==> src/rtl/bg_image_writer.sv <==
// Background-picture SDRAM write path: packs ioctl bytes into 16-bit words, queues them
// in a small FIFO and writes them to SDRAM over req/ack, flagging when the image is resident.
//
// state  | meaning
// S_INIT | waiting for the SDRAM controller to finish init
// S_IDLE | no write outstanding; issue the FIFO head when one exists
// S_REQ  | write request held until mem_ack
module bg_image_writer #(
    parameter int ADDR_W   = 25,
    parameter int DEPTH    = 4,
    parameter int BG_INDEX = 2
) (
    input  logic              clk_25,
    input  logic              RESET_L,
    input  logic              dl_active,
    input  logic [7:0]        dl_index,
    input  logic              dl_wr,
    input  logic [ADDR_W-1:0] dl_addr,
    input  logic [7:0]        dl_data,
    input  logic              sdram_present,
    input  logic              mem_ready,
    input  logic              mem_ack,
    output logic              dl_wait,
    output logic              mem_req,
    output logic [ADDR_W-1:0] mem_addr,
    output logic [15:0]       mem_din,
    output logic              bg_valid,
    output logic              overflow,
    output logic [23:0]       words_written
);
    localparam int PTR_W  = $clog2(DEPTH);
    localparam int CNT_W  = PTR_W + 1;
    localparam int WORD_W = ADDR_W + 16;

    typedef enum logic [1:0] {S_INIT, S_IDLE, S_REQ} state_t;

    state_t              state, state_nxt;
    logic                sel, sel_d, start, dl_end, byte_wr, pend_eff;
    logic                pending, end_seen;
    logic [7:0]          lo;
    logic [ADDR_W-1:0]   lo_addr;
    logic                push, accept, pop, load;
    logic [WORD_W-1:0]   push_word;
    logic [WORD_W-1:0]   fifo_mem [DEPTH];
    logic [PTR_W-1:0]    wr_ptr, rd_ptr;
    logic [CNT_W-1:0]    count;
    logic                empty, full;

    assign sel      = dl_active & (dl_index == 8'(BG_INDEX)) & sdram_present;
    assign start    = sel & ~sel_d;
    assign dl_end   = sel_d & ~dl_active;
    assign byte_wr  = dl_wr & sel;
    assign pend_eff = pending & ~start;

    assign empty   = (count == '0);
    assign full    = (count == CNT_W'(DEPTH));
    assign dl_wait = (count >= CNT_W'(DEPTH - 1));

    // A pending even byte is flushed with hi=0 when another even byte or the download end arrives.
    always_comb begin
        push      = 1'b0;
        push_word = '0;
        if (dl_end && pending) begin
            push      = 1'b1;
            push_word = {lo_addr, 8'h00, lo};
        end else if (byte_wr) begin
            if (dl_addr[0]) begin
                push      = 1'b1;
                push_word = {dl_addr[ADDR_W-1:1], 1'b0, dl_data, (pend_eff ? lo : 8'h00)};
            end else if (pend_eff) begin
                push      = 1'b1;
                push_word = {lo_addr, 8'h00, lo};
            end
        end
    end

    assign accept = push & (~full | pop);

    always_ff @(posedge clk_25 or negedge RESET_L) begin
        if (!RESET_L) begin
            sel_d    <= 1'b0;
            pending  <= 1'b0;
            lo       <= '0;
            lo_addr  <= '0;
            end_seen <= 1'b0;
        end else begin
            sel_d <= sel;
            if (byte_wr) begin
                pending <= ~dl_addr[0];
                if (!dl_addr[0]) begin
                    lo      <= dl_data;
                    lo_addr <= dl_addr;
                end
            end else if (start || dl_end) begin
                pending <= 1'b0;
            end
            if (start)
                end_seen <= 1'b0;
            else if (dl_end)
                end_seen <= 1'b1;
        end
    end

    always_ff @(posedge clk_25) begin
        if (accept)
            fifo_mem[wr_ptr] <= push_word;
    end

    always_ff @(posedge clk_25 or negedge RESET_L) begin
        if (!RESET_L) begin
            wr_ptr   <= '0;
            rd_ptr   <= '0;
            count    <= '0;
            overflow <= 1'b0;
        end else begin
            if (accept)
                wr_ptr <= wr_ptr + PTR_W'(1);
            if (pop)
                rd_ptr <= rd_ptr + PTR_W'(1);
            case ({accept, pop})
                2'b10:   count <= count + CNT_W'(1);
                2'b01:   count <= count - CNT_W'(1);
                default: count <= count;
            endcase
            if (push && !accept)
                overflow <= 1'b1;
            else if (start)
                overflow <= 1'b0;
        end
    end

    always_ff @(posedge clk_25 or negedge RESET_L) begin
        if (!RESET_L)
            state <= S_INIT;
        else
            state <= state_nxt;
    end

    always_comb begin
        state_nxt = state;
        load      = 1'b0;
        pop       = 1'b0;
        case (state)
            S_INIT: if (mem_ready) state_nxt = S_IDLE;
            S_IDLE: if (!empty) begin
                load      = 1'b1;
                state_nxt = S_REQ;
            end
            S_REQ: if (mem_ack) begin
                pop       = 1'b1;
                state_nxt = S_IDLE;
            end
            default: state_nxt = S_INIT;
        endcase
    end

    always_ff @(posedge clk_25 or negedge RESET_L) begin
        if (!RESET_L) begin
            mem_req       <= 1'b0;
            mem_addr      <= '0;
            mem_din       <= '0;
            words_written <= '0;
            bg_valid      <= 1'b0;
        end else begin
            if (load) begin
                mem_req  <= 1'b1;
                mem_addr <= fifo_mem[rd_ptr][WORD_W-1:16];
                mem_din  <= fifo_mem[rd_ptr][15:0];
            end else if (pop) begin
                mem_req <= 1'b0;
            end
            if (start)
                words_written <= '0;
            else if (pop && !(&words_written))
                words_written <= words_written + 24'd1;
            bg_valid <= ~start & end_seen & empty & (state == S_IDLE)
                        & (words_written != '0) & ~overflow;
        end
    end
endmodule

==> config.mk <==
export PLATFORM = sky130hd
export DESIGN_NAME = bg_image_writer
export DESIGN_NICKNAME = d
export VERILOG_FILES = /design/src/rtl/bg_image_writer.sv
export SDC_FILE = /design/constraint.sdc
export NUM_CORES = 1
export LEC_CHECK = 0
export CORE_ASPECT_RATIO = 0.7
export CORE_MARGIN = 5
export CORE_UTILIZATION = 51
export CTS_CLUSTER_DIAMETER = 150
export DETAILED_ROUTE_END_ITERATION = 8
export GPL_TIMING_DRIVEN = 0
export HOLD_SLACK_MARGIN = 0.03
export PLACE_DENSITY = 0.77
export SYNTH_ARGS = -nofsm -noshare
export SYNTH_HDL_FRONTEND = slang
export SYNTH_SLANG_ARGS = --single-unit
==> constraint.sdc <==
create_clock -name clk_25 -period 2.3 [get_ports clk_25]
set_input_delay 0.575 -clock clk_25 [delete_from_list [all_inputs] [get_ports clk_25]]
set_output_delay 0.575 -clock clk_25 [all_outputs]
set_load 0.1 [all_outputs]
**Yosys cells after proc, flatten, opt, wreduce, memory -nomap -nowiden**

Memory sizes are Yosys's and may differ from the RTL's. A register that Yosys moved wholly into a read port is not among the register bits.
Index checks and enable logic that the tools add are counted.
Widths: inputs -> output; s select.

- Bits of input ports: 48
- Memories: 1
- Register bits: 71
- Output and inout bits: 69
- Word-level logic and storage cells: 97
- Memory bits (writable): 164

Memory list:

| name | words | bits a word | read ports | clocked after Yosys merged registers in | wr ports | RTL line | RTL |
|---|---|---|---|---|---|---|---|
| fifo_mem | 4 | 41 | 1 | 1 | 1 | 44 | `logic [WORD_W-1:0] fifo_mem [DEPTH];` |

- Equal/unequal tests: 9
- Magnitude comparators: 1
- Add/subtract/negate cells: 5
- Muxes and demuxes: 30
- Reduce and logical (&&, ||, !) cells: 19
- Bitwise logic cells: 19

Operator list:

| cell | count |
|---|---|
| $mux 41 | 4 |
| $mux 24 | 2 |
| $add 24x1->24 const B | 1 |
| $reduce_and 24->1 | 1 |
| $reduce_bool 24->1 | 1 |
| $mux 1 | 18 |
| $and 1x1->1 | 12 |
| $reduce_bool 2->1 | 6 |
| $eq 8x2->1 const B | 1 |
| $mux 8 | 1 |
| $mux 2 | 3 |
| $ne 2x2->1 const B | 3 |
| $not 1->1 | 6 |
| $pmux 2 s3 | 1 |
| $pmux 3 s2 | 1 |
| $add 2x1->2 const B | 2 |
| $eq 2x1->1 const B | 2 |
| $eq 2x2->1 const B | 2 |
| $add 3x1->3 const B | 1 |
| $eq 3x3->1 const B | 1 |
| $ge 3x2->1 const B | 1 |
| $logic_and 1x1->1 | 3 |
| $logic_not 1->1 | 3 |
| $logic_not 3->1 | 1 |
| other kinds (6) | 6 |

**Depth between registers and ports, before layout**

- Word-level depth: 14
- Depth in mapped cells: 9
- Mapped depth without buffers: 8

**Worst setup path after synthesis**

No wires, ideal clock.

- Kind: in2reg
- Start: in dl_index[7]
- End: mem fifo_mem[0][0] (netlist name) (enable)
- Cell stages on the path: 4
- Library setup time: 0.379 ns
- Arrival: 2.556 ns
- Buffers on the path: 0
- Setup slack: -0.635 ns
- Cells stage by stage: or4_4 -> or4_4 -> a21oi_4 -> and2_2

- Word-level cells in the longest chain between the ends: 13
- Elaborated cells on any way between the ends: 14
- Classes of those cells: eq/ne: 1; mux: 6; bitwise: 7

Ends and longest elaborated chain:

| what | RTL line | RTL |
|---|---|---|
| from (decl) | 16 | `input logic [7:0] dl_index,` |
| $eq 8x2->1 * | 49 | `assign sel = dl_active & (dl_index == 8'(BG_INDEX)) & sdram_present;` |
| $and 1x1->1 * (2 in series) | 49 |  |
| $and 1x1->1 | 50 | `assign start = sel & ~sel_d;` |
| $not 1->1 | 53 | `assign pend_eff = pending & ~start;` |
| $and 1x1->1 | 53 |  |
| $mux 1 | 70 | `end else if (pend_eff) begin` |
| $mux 1 | 67 | `if (dl_addr[0]) begin` |
| $mux 1 * | 66 | `end else if (byte_wr) begin` |
| $mux 1 * | 63 | `if (dl_end && pending) begin` |
| $and 1x1->1 * | 77 | `assign accept = push & (~full \| pop);` |
| $mux 1 * | 105 | `if (accept)` |
| $mux 1 (implied by the code) * | 106 | `fifo_mem[wr_ptr] <= push_word;` |
| to (decl) | 44 |  |

Mark *: on every way between the ends. The rest lies on a longest branch, timed or not.

**Worst setup path after layout**

- Start: in dl_index[3]
- End: mem fifo_mem[3][36] (netlist name) (enable)

Same word-level chain as after synthesis.

==> metrics.csv <==
stage,metric,value,unit
drt,DR pass1 iterations,6,
clock_network,clk sink count,271,
run_status,failing checks,negative setup slack,
place,port bufs,115,
clock_network,Skew-Pair Late Insertion Delay,0.53,ns
synthesis,share of flip-flops with an asynchronous set or reset,41.0,%
sta,final-report max-slew violation count,0,
synthesis,"top cells by area, synth","edfxtp_1 43%, dfrtp_1 25%, mux4_2 8.1%, mux2_2 7.3%, a22o_1 2.0%",
clock_network,TritonCTS clock tree,done,
sta,Final Hold Fails,0,
drt,Routed Wire Length,27.9,mm
worst_setup_path,WP data arrival,2.60,ns
power,peak supply drop,1.03,mV
synthesis,"Top FF cell, synth",edfxtp_1,
finish,fill count,1425,
synthesis,syn avg cell area,16.7,um2
power,Pleak,5.76,nW
grt,initial antenna violation count,1,
floorplanning,io pins,117,
worst_setup_path,CP Class,in -> reg,
sta,Tightest Pin Transition,0.950,ns
worst_setup_path,Startpoint Class,input pin,
synthesis,largest area contributor in the netlist,edfxtp_1,
synthesis,Yosys reg bits,271,
drt,"antenna viol nets, final",0,
clock_network,CTS root buf,clkbuf_16,
place,Post-DP HPWL,15.8,mm
grt,first-pass GRT wire length,42.5,mm
clock_network,H-tree depth,1,
grt,pin count of the biggest net entering global routing,72,
drt,DRT iter0 DRCs,744,
drt,vias per cell,6.15,
drt,WL/cell,24.1,um
worst_setup_path,Critical Path Sink,fifo_mem[3][36],
finish,fin nets,912,
worst_setup_path,cell breakdown of the critical path,buf_6 > or4_4 > or4_4 > a21oi_4 > buf_12 > buf_16 > and2_4,
hold_path,Hold Crit Depth,3,
synthesis,Synth Cell Area,0.0111,mm2
power,pwr dens,1100,mW/mm2
flow_run,Max-Cap Viols,0,
place,GP Congestion,0.886,
grt,number of global-route vias before repair,7307,
worst_setup_path,Reg2Reg Depth,6,
sta,Setup WS post-layout,-0.0867,ns
sta,worst hold slack,0.394,ns
finish,diode count,0,
sta,RSZ-0062 raised after global routing,true,
worst_setup_path,RR Endpoint,fifo_mem[3][36],
drt,post-route DRC violation count,0,
floorplanning,Die H,133,um
synthesis,"Seq/Total Area, Yosys",68.6,%
synthesis,cell count after synthesis,664,
floorplanning,core area,0.0215,mm2
worst_setup_path,flop2flop setup slack,0.01,ns
clock_network,CTS Buf Count,26,
drt,vias,7131,
worst_setup_path,Worst Setup SP,dl_index[3],
sta,# setup viols final,120,
sta,period utilization,104,%
sta,Tmin final,2.39,ns
synthesis,number of enable flip-flop cells after synthesis,160,
floorplanning,Rows,45,
synthesis,Yosys top cell area share,43.4,%
sta,clock skew,0.0137,ns
clock_network,Max clock buf depth,3,
synthesis,Post-Syn Nets,719,
floorplanning,Die Footprint,0.0248,mm2
worst_setup_path,most frequent CP cell,or4_4,
grt,Global Route Usage Sum,22.3,%
sta,Setup TNS Final,-3.65,ns
finish,area delta synth->final,28.9,%
clock_network,Clock Pin Slew Worst Setup and Hold Paths,0.07,ns
worst_setup_path,capturing element type of the critical path,flip-flop,
finish,layout cells sized above 1,40.8,%
sta,Rel. slew slack,36.9,%
worst_setup_path,slowest CP cell,or4_4,
worst_setup_path,CP required,2.52,ns
synthesis,post-synth cell types,53,
grt,total congestion overflow,0,
worst_setup_path,Crit Reg-Reg Startpoint,sel_d,
hold_path,worst min-delay path category,in -> reg,
synthesis,yosys warns,0,
run_status,status,"finished, violations left",
sta,fmax,0.419,GHz
floorplanning,starting density of the core,51.4,%
worst_setup_path,CP Max Fanout,8,
floorplanning,width of the die,186,um
worst_setup_path,max incr delay on CP,0.58,ns
-- report_power, final --
part	leakage (nW)	switching (mW)	total (mW)	internal (mW)
clock	0.397	1.78	4.15	2.37
sequential	3.08	0.332	5.92	5.58
combinational	2.28	4.18	5.66	1.48
total	5.76	6.29	15.7	9.43
-- metal layers --
metal / track usage [%] / up-vias / share of wire, %
met1: 32.3 / 3678 / 42
met4: 5.54 / 2 / 2.3
li1: - / 3004 / -
met2: 34.9 / 380 / 47
met3: 4.86 / 67 / 8.6
met5: 0 / - / 0.047
-- cell usage in the layout, fill, tap and decap left out, types with 7 or more instances in the layout --
master	instances
mux4_2	40
clkinv_1	8
dfrtp_2	18
nor2_1	13
a21oi_1	7
clkdlybuf4s15_2	39
clkbuf_16	27
a22o_4	15
nand2_1	28
mux2_2	72
a22o_1	10
clkbuf_1	13
nand3_1	15
inv_1	14
and2_4	33
o21ai_0	11
clkbuf_2	35
clkdlybuf4s50_1	34
edfxtp_1	160
dfrtp_1	87
or4_1	8
buf_6	8
and2_1	16
nand4_1	9
buf_4	12
-- repair_timing --
action,CTS,global route
pin swaps,17,7
hold buffers,1,0
setup buffers,12,6
setup endpoints to repair,485,378
gates cloned,29,4
resized for setup,268,67
hold endpoints to repair,40,0
-- through the flow --
stage | area, um2 | power [mW] | cells | utilization (%) | setup WS, ns
floorplan | 11100 | 10.4 | 664 | - | -0.430
global placement | 12700 | 11.8 | 1061 | 58.8 | -4.71
detailed placement | 12700 | 11.9 | 1062 | 59.0 | -1.18
CTS | 14200 | 15.9 | 1150 | 66.0 | -0.0536
global route | 14300 | 16.3 | 1159 | 66.3 | -0.112
finish | 14300 | 15.7 | 1159 | 66.3 | -0.0867
-- worst max-delay path: cells and delay by family --
| kind | cells | cell delay [ns] |
|---|---|---|
| AND/OR/NAND/NOR | 3 | 1.36 |
| buffers and inverters | 3 | 0.39 |
| AO/OA/AOI/OAI | 1 | 0.28 |
-- synthesized netlist by cell type, drive strengths merged (2+ instances only) --
cell / number
xnor2: 6
a21o: 3
or3: 4
clkbuf: 17
mux2: 72
nand2: 29
inv: 14
nor3: 3
mux2i: 4
nand4: 9
edfxtp: 160
nand3b: 3
and2: 21
and4: 2
o31ai: 4
buf: 15
nand3: 16
or4: 11
nand2b: 3
a21oi: 9
o2bb2ai: 2
nand4b: 3
mux4: 40
o21ai: 11
a22o: 25
and3: 6
o211ai: 5
nor4: 12
dfrtp: 111
ha: 6
nor2: 17
xor2: 6
-- flip-flops by register name (all words and copies together) (netlist names) --
name / flops
mem_req: 1
bg_valid: 1
pending: 1
state: 2
fifo_mem: 160
words_written: 24
end_seen: 1
lo: 8
overflow: 1
rd_ptr: 2
sel_d: 1
mem_addr: 24
wr_ptr: 2
mem_din: 16
lo_addr: 24
count: 3
-- area by class of cell --
class                   count  area [um2]  share of cell area [%]
inverters                  14        52.6                   0.369
well taps                 282         353                    2.48
multi-input cells         375        3810                    26.7
plain buffers              30         186                    1.31
repair buffers            139        1410                    9.86
clock buffers              33         698                    4.90
flip-flops and latches    271        7630                    53.5
clock inverters            15         121                   0.851
-- how the worst min path moves through the flow --
stage,start,to,slack (ns)
after floorplan,RESET_L,bg_valid,0.28
after global placement,lo[0],lo[0],0.48
after detailed placement,lo[1],lo[1],0.49
after CTS,dl_index[5],sel_d,0.38
after global routing,dl_index[5],sel_d,0.39
final,dl_index[5],sel_d,0.39
-- logic make-up (layout without fill, tap and decap cells) --
| family | Yosys count | after routing | synth area share, % |
|---|---|---|---|
| flops | 271 | 271 | 68.6 |
| simple gates | 143 | 171 | 7.37 |
| mux | 116 | 116 | 15.8 |
| compound gates | 68 | 68 | 4.64 |
| buf+inv | 46 | 231 | 1.75 |
| xor+xnor | 12 | 12 | 0.950 |
| fa+ha+maj | 7 | 7 | 0.860 |
| other cells | 1 | 1 | 0.0339 |
No activity file was read; power rests on OpenSTA's default activity.
